$ cat src/rtl/tmb_fiber_in_deframer.sv
// Receive-side deframer for the TMB trigger fiber link: aligns HI/SEP word pairs,
// rebuilds the 48-bit payload and reports lock, idle, errors and the 50FC latency marker.
// Optional saturating framing-error counter is built only when TMB_FIBER_ERR_CNT_EN is defined.
module tmb_fiber_in_deframer #(
    parameter int unsigned LOCK_PAIRS = 4,
    parameter int unsigned CNT_W      = 16
) (
    input  logic             TRG_CLK80,
    input  logic             TRG_RST_N,
    input  logic             TRG_RX_VALID,
    input  logic [31:0]      TRG_RX_DATA,
    input  logic [3:0]       TRG_RX_ISK,
    output logic [47:0]      RX_DATA,
    output logic             RX_DATA_VALID,
    output logic             LOCKED,
    output logic             RX_IDLE,
    output logic             LTNCY_DET,
    output logic             FRM_ERR,
    output logic [CNT_W-1:0] ERR_CNT
);

    typedef enum logic [1:0] {
        Hunt,
        ExpHi,
        ExpSep
    } state_t;

    localparam logic [3:0] LockTarget = 4'(LOCK_PAIRS);
    localparam logic [15:0] MarkNorm  = 16'h50BC;
    localparam logic [15:0] MarkLtncy = 16'h50FC;

    state_t      state;
    logic [3:0]  good_cnt;
    logic [31:0] hi_reg;

    logic        is_idle;
    logic        is_sep;
    logic        is_hi;
    logic        err_now;
    logic        frame_done;
    logic [3:0]  good_inc;

    // Word classification of the current input word.
    always_comb begin
        is_idle = (TRG_RX_DATA == 32'h50BC50BC) && (TRG_RX_ISK == 4'b0101);
        is_sep  = (TRG_RX_ISK == 4'b0001) &&
                  ((TRG_RX_DATA[15:0] == MarkNorm) || (TRG_RX_DATA[15:0] == MarkLtncy));
        is_hi   = (TRG_RX_ISK == 4'b0000);
    end

    // Framing violations are only meaningful once aligned; IDLE is always tolerated.
    always_comb begin
        err_now    = 1'b0;
        frame_done = 1'b0;
        if (TRG_RX_VALID) begin
            unique case (state)
                ExpHi:   err_now = !is_hi && !is_idle;
                ExpSep: begin
                    err_now    = !is_sep && !is_idle;
                    frame_done = is_sep;
                end
                default: err_now = 1'b0;
            endcase
        end
        good_inc = (good_cnt == LockTarget) ? good_cnt : good_cnt + 4'd1;
    end

    always_ff @(posedge TRG_CLK80 or negedge TRG_RST_N) begin
        if (!TRG_RST_N) begin
            state         <= Hunt;
            good_cnt      <= 4'd0;
            hi_reg        <= 32'd0;
            RX_DATA       <= 48'd0;
            RX_DATA_VALID <= 1'b0;
            LOCKED        <= 1'b0;
            RX_IDLE       <= 1'b0;
            LTNCY_DET     <= 1'b0;
            FRM_ERR       <= 1'b0;
        end else begin
            RX_DATA_VALID <= 1'b0;
            LTNCY_DET     <= 1'b0;
            FRM_ERR       <= 1'b0;
            RX_IDLE       <= TRG_RX_VALID && is_idle;
            // Tracks the registered count, so a cleared count drops LOCKED one cycle after FRM_ERR.
            LOCKED        <= (good_cnt == LockTarget);

            if (!TRG_RX_VALID) begin
                state    <= Hunt;
                good_cnt <= 4'd0;
                LOCKED   <= 1'b0;
            end else if (err_now) begin
                state    <= Hunt;
                good_cnt <= 4'd0;
                FRM_ERR  <= 1'b1;
            end else begin
                unique case (state)
                    Hunt: begin
                        if (is_sep || is_idle) begin
                            state <= ExpHi;
                        end
                    end
                    ExpHi: begin
                        if (is_hi) begin
                            hi_reg <= TRG_RX_DATA;
                            state  <= ExpSep;
                        end
                    end
                    ExpSep: begin
                        // Only SEP or IDLE reach here; IDLE discards the partial frame.
                        state <= ExpHi;
                        if (frame_done) begin
                            RX_DATA       <= {hi_reg, TRG_RX_DATA[31:16]};
                            RX_DATA_VALID <= 1'b1;
                            LTNCY_DET     <= (TRG_RX_DATA[15:0] == MarkLtncy);
                            good_cnt      <= good_inc;
                            LOCKED        <= (good_inc == LockTarget);
                        end
                    end
                    default: state <= Hunt;
                endcase
            end
        end
    end

`ifdef TMB_FIBER_ERR_CNT_EN
    logic [CNT_W-1:0] err_cnt;

    always_ff @(posedge TRG_CLK80 or negedge TRG_RST_N) begin
        if (!TRG_RST_N) begin
            err_cnt <= '0;
        end else if (err_now && (err_cnt != '1)) begin
            err_cnt <= err_cnt + CNT_W'(1);
        end
    end

    assign ERR_CNT = err_cnt;
`else
    assign ERR_CNT = '0;
`endif

endmodule

$ cat config.mk
export PLATFORM = sky130hd
export DESIGN_NAME = tmb_fiber_in_deframer
export DESIGN_NICKNAME = d
export VERILOG_FILES = /design/src/rtl/tmb_fiber_in_deframer.sv
export SDC_FILE = /design/constraint.sdc
export NUM_CORES = 1
export LEC_CHECK = 0
export ABC_AREA = 1
export BUFFER_PORTS_ARGS = -buffer_cell sky130_fd_sc_hd__buf_2
export CAP_MARGIN = 20
export CELL_PAD_IN_SITES_DETAIL_PLACEMENT = 0
export CELL_PAD_IN_SITES_GLOBAL_PLACEMENT = 1
export CORE_ASPECT_RATIO = 1.2
export CORE_UTILIZATION = 35
export CTS_CLUSTER_DIAMETER = 50
export DETAILED_ROUTE_END_ITERATION = 6
export PLACE_DENSITY_LB_ADDON = 0.1
export SLEW_MARGIN = 30
export SYNTH_ARGS = -nofsm -noshare
export SYNTH_HDL_FRONTEND = slang
export SYNTH_SLANG_ARGS = --single-unit
$ cat constraint.sdc
create_clock -name TRG_CLK80 -period 1.6 [get_ports TRG_CLK80]
set_input_delay 0.16 -clock TRG_CLK80 [delete_from_list [all_inputs] [get_ports TRG_CLK80]]
set_output_delay 0.16 -clock TRG_CLK80 [all_outputs]
set_load 0.01 [all_outputs]
==> metrics.md <==
| Metric | Value |
|---|---|
| Largest family of logic cells by synthesized area | simple AND/OR/NAND/NOR gates |
| Die Wd | 101.2 um |
| Row count | 43 |
| Worst setup SP type | register |
| Average size of a mapped cell | 8.444 um^2 |
| HPWL Detailed | 7830 um |
| GRT overflow | 0 |
| CTS tree | yes |
| Crit path DAT | 1.81 ns |
| Final WL | 10770 um |
| Worst min path class | primary input to register |
| IO Pins | 108 |
| Reg2Reg Launch Point | state[1]$_DFFE_PN0P_ |
| LEAKAGE | 0.003144 uW |
| Hold wc startpoint | TRG_RX_DATA[23] |
| Power Total | 5739 uW |
| Initial DRC count | 143 |
| Largest net degree at the start of global routing | 31 |
| Post-synth ARST share | 100.0% |
| Max cap viols | 0 |
| Status | finished clean |
| Fmax | 636.3 MHz |
| GR Util All Layers | 18.65% |
| Power per Cell Area | 1043 mW/mm^2 |
| Fraction of layout cells with a size suffix above 1 | 30.79% |
| Ranking of synthesized cells by area | dfrtp_1, nand2_1, nand4_1, buf_4, nor2_1 |
| Reg clk slew, reported paths | 0.06 ns |
| Routed wire per std cell | 13.91 um |
| Via Count | 3509 |
| Max Slew Vio Count | 0 |
| Final ANT Viol Nets | 0 |
| Ys flop type | dfrtp_1 |
| CTS max path bufs | 2 |
| WHS Endpoint | RX_DATA[7]$_DFFE_PN0P_ |
| Ys Warns | 0 |
| Tmin final | 1.572 ns |
| Internal power | 4227 uW |
| Dominant cell type by area after synthesis | dfrtp_1 |
| Crit path required time | 1.84 ns |
| Die area | 0.01224 mm^2 |
| Clock latency on the worst-skew pair | 0.34 ns |
| Synth Area in XOR/XNOR | 0.2121% |
| Crit-path max FO | 9 |
| Pre-Repair DR Iteration Count | 4 |
| Post-Synthesis Cells | 489 |
| Synth Cell Area | 0.004129 mm^2 |
| Pre-CTS setup slack | -0.03334 ns |
| Worst r2r dst | hi_reg[21]$_DFFE_PN0P_ |
| Unique masters post-synth | 25 |
| Post-synthesis compound-gate area fraction | 1.576% |
| Post-synthesis mux area share | 0% |
| RSZ-0062 raised after global routing | yes |
| Most frequent cells in the layout | nand2_1, dfrtp_1, buf_2, nand4_1, buf_4 |
| Setup WS post-layout | 0.02829 ns |
| GPL Wtd Cong | 0.7986 |
| Core Footprint | 0.01151 mm^2 |
| Seq/Total Area, Yosys | 55.15% |
| Initial antenna violation count | 0 |
| Worst reg2reg setup slack | 0.03 ns |
| Fin crit share | 98.23% |
| Clock power share | 39.4% |
| Flops & latches, synth | 91 |
| Simple-gate share of the synthesized area | 32.39% |
| CTS Root Cell | clkbuf_16 |
| Share of the synthesized area in the top cell type | 55.15% |
| Most common cell after layout, fill and taps aside | nand2_1 |
| H-tree depth | 3 |
| Final Hold Viols | 0 |
| Combinational share of power | 14.4% |
| I/O Buffers | 91 |
| Ant diodes | 0 |
| Endpoints failing setup | 0 |
| First-pass GRT wire length | 17250 um |
| DRC | 0 |
| Die Y | 121.0 um |
| Setup Crit Path Kind | register to register |
| Dpl cells | 752 |
| NetSw | 1512 uW |
| Hold Path Depth | 3 |
| Post-synth EDFFs | 0 |
| R2R cell count | 9 |
| Area grow syn2layout | 33.24% |
| Switching Fraction | 26.35% |
| Maximum VDD drop | 561.6 uV |
| Worst Clk Skew | 0.006734 ns |
| Clk sinks | 91 |
| Seq pwr share | 46.2% |
| Fin cells | 774 |
| Vias/cell | 4.534 |
| CP Capture Type | register |
| Vias in the first global route | 3410 |
| Adder-Cell Fraction of Synth Area | 1.818% |
| Num CTS Buffers | 9 |
| Max reg flops | 48 |
| Starting Density | 35.86% |
| TNS Setup | 0 ns |
| Nets | 657 |
[metrics by stage]
stage	hold slack (ns)	instance area, um^2	utilization (%)
floorplan	-0.1356	4185	-
global placement	0.1188	4938	42.89
detailed placement	0.1143	4938	42.89
CTS	0.05488	5274	45.81
global route	0.07423	5502	47.78
finish	0.06084	5502	47.78
[layer usage]
metal / part of all wire, % / global-route usage [%] / up-vias
li1: - / - / 1760
met2: 49 / 30.48 / 68
met4: 1.7 / 7.246 / 0
met5: 0 / 0 / -
met3: 3.6 / 3.283 / 11
met1: 45 / 24.45 / 1670
[critical path, stage by stage, from the launching register on]
cell and delay (ns):
dfrtp_1 0.43, inv_2 0.11, buf_6 0.11, ha_4 0.12
inv_2 0.04, nor2_4 0.18, nand3_4 0.17, clkbuf_16 0.22
nand2_1 0.05, nand2_1 0.04
[cell families after synthesis]
group                    count (synthesis)
flip-flops                              91
AND/OR/NAND/NOR                        314
other                                    1
XOR/XNOR                                 1
AO/OA/AOI/OAI                           13
buffers and inverters                   63
adder cells (fa/ha/maj)                  6
[synthesized netlist by cell type, types with 3 or more instances]
| library cell | instances |
|---|---|
| o21ai_1 | 8 |
| buf_4 | 20 |
| nand2_1 | 234 |
| nor2_1 | 22 |
| clkbuf_1 | 10 |
| inv_2 | 3 |
| nand4_1 | 39 |
| buf_6 | 6 |
| nand3_1 | 5 |
| ha_1 | 6 |
| inv_1 | 20 |
| dfrtp_1 | 91 |
| nor3_1 | 4 |
| buf_2 | 4 |
| a21oi_1 | 3 |
[power by group through the flow]
stage               registers [uW]  logic [uW]  clock network (uW)
floorplan                     2650         463                   0
global placement              2670         699                   0
detailed placement            2670         712                   0
CTS                           2630         717                2320
global route                  2680         929                2410
finish                        2650         827                2260
[area by class of cell]
class	instances	area, um^2
Fill cell	1209	6012
Sequential cell	91	2277
Multi-Input combinational cell	350	1692
Timing Repair Buffer	137	932.1
Clock buffer	9	225.2
Tap cell	157	196.4
Clock inverter	7	92.59
Inverter	23	86.33
[worst max path at each step]
stage / start / endpoint / slack [ns] / cells past startpoint
2_1_floorplan: state[0]$_DFFE_PN0P_ / hi_reg[13]$_DFFE_PN0P_ / 0.04 / 9
3_3_place_gp: TRG_RX_DATA[13] / hi_reg[16]$_DFFE_PN0P_ / 0.02 / 11
3_5_place_dp: state[0]$_DFFE_PN0P_ / hi_reg[31]$_DFFE_PN0P_ / -0.03 / 9
4_1_cts: state[0]$_DFFE_PN0P_ / hi_reg[16]$_DFFE_PN0P_ / -0.008 / 9
5_1_grt: state[1]$_DFFE_PN0P_ / hi_reg[14]$_DFFE_PN0P_ / -0.06 / 9
6_report: state[1]$_DFFE_PN0P_ / hi_reg[21]$_DFFE_PN0P_ / 0.03 / 9
[repair_timing]
item | 4_1_cts | 5_1_grt
pin swaps | 0 | 1
hold endpoints to repair | 24 | 0
hold buffers | 1 | 0
resized for setup | 2 | 40
setup buffers | 0 | 3
gates cloned | 0 | 2
setup endpoints to repair | 32 | 40
(Power assumes the default switching activity.)
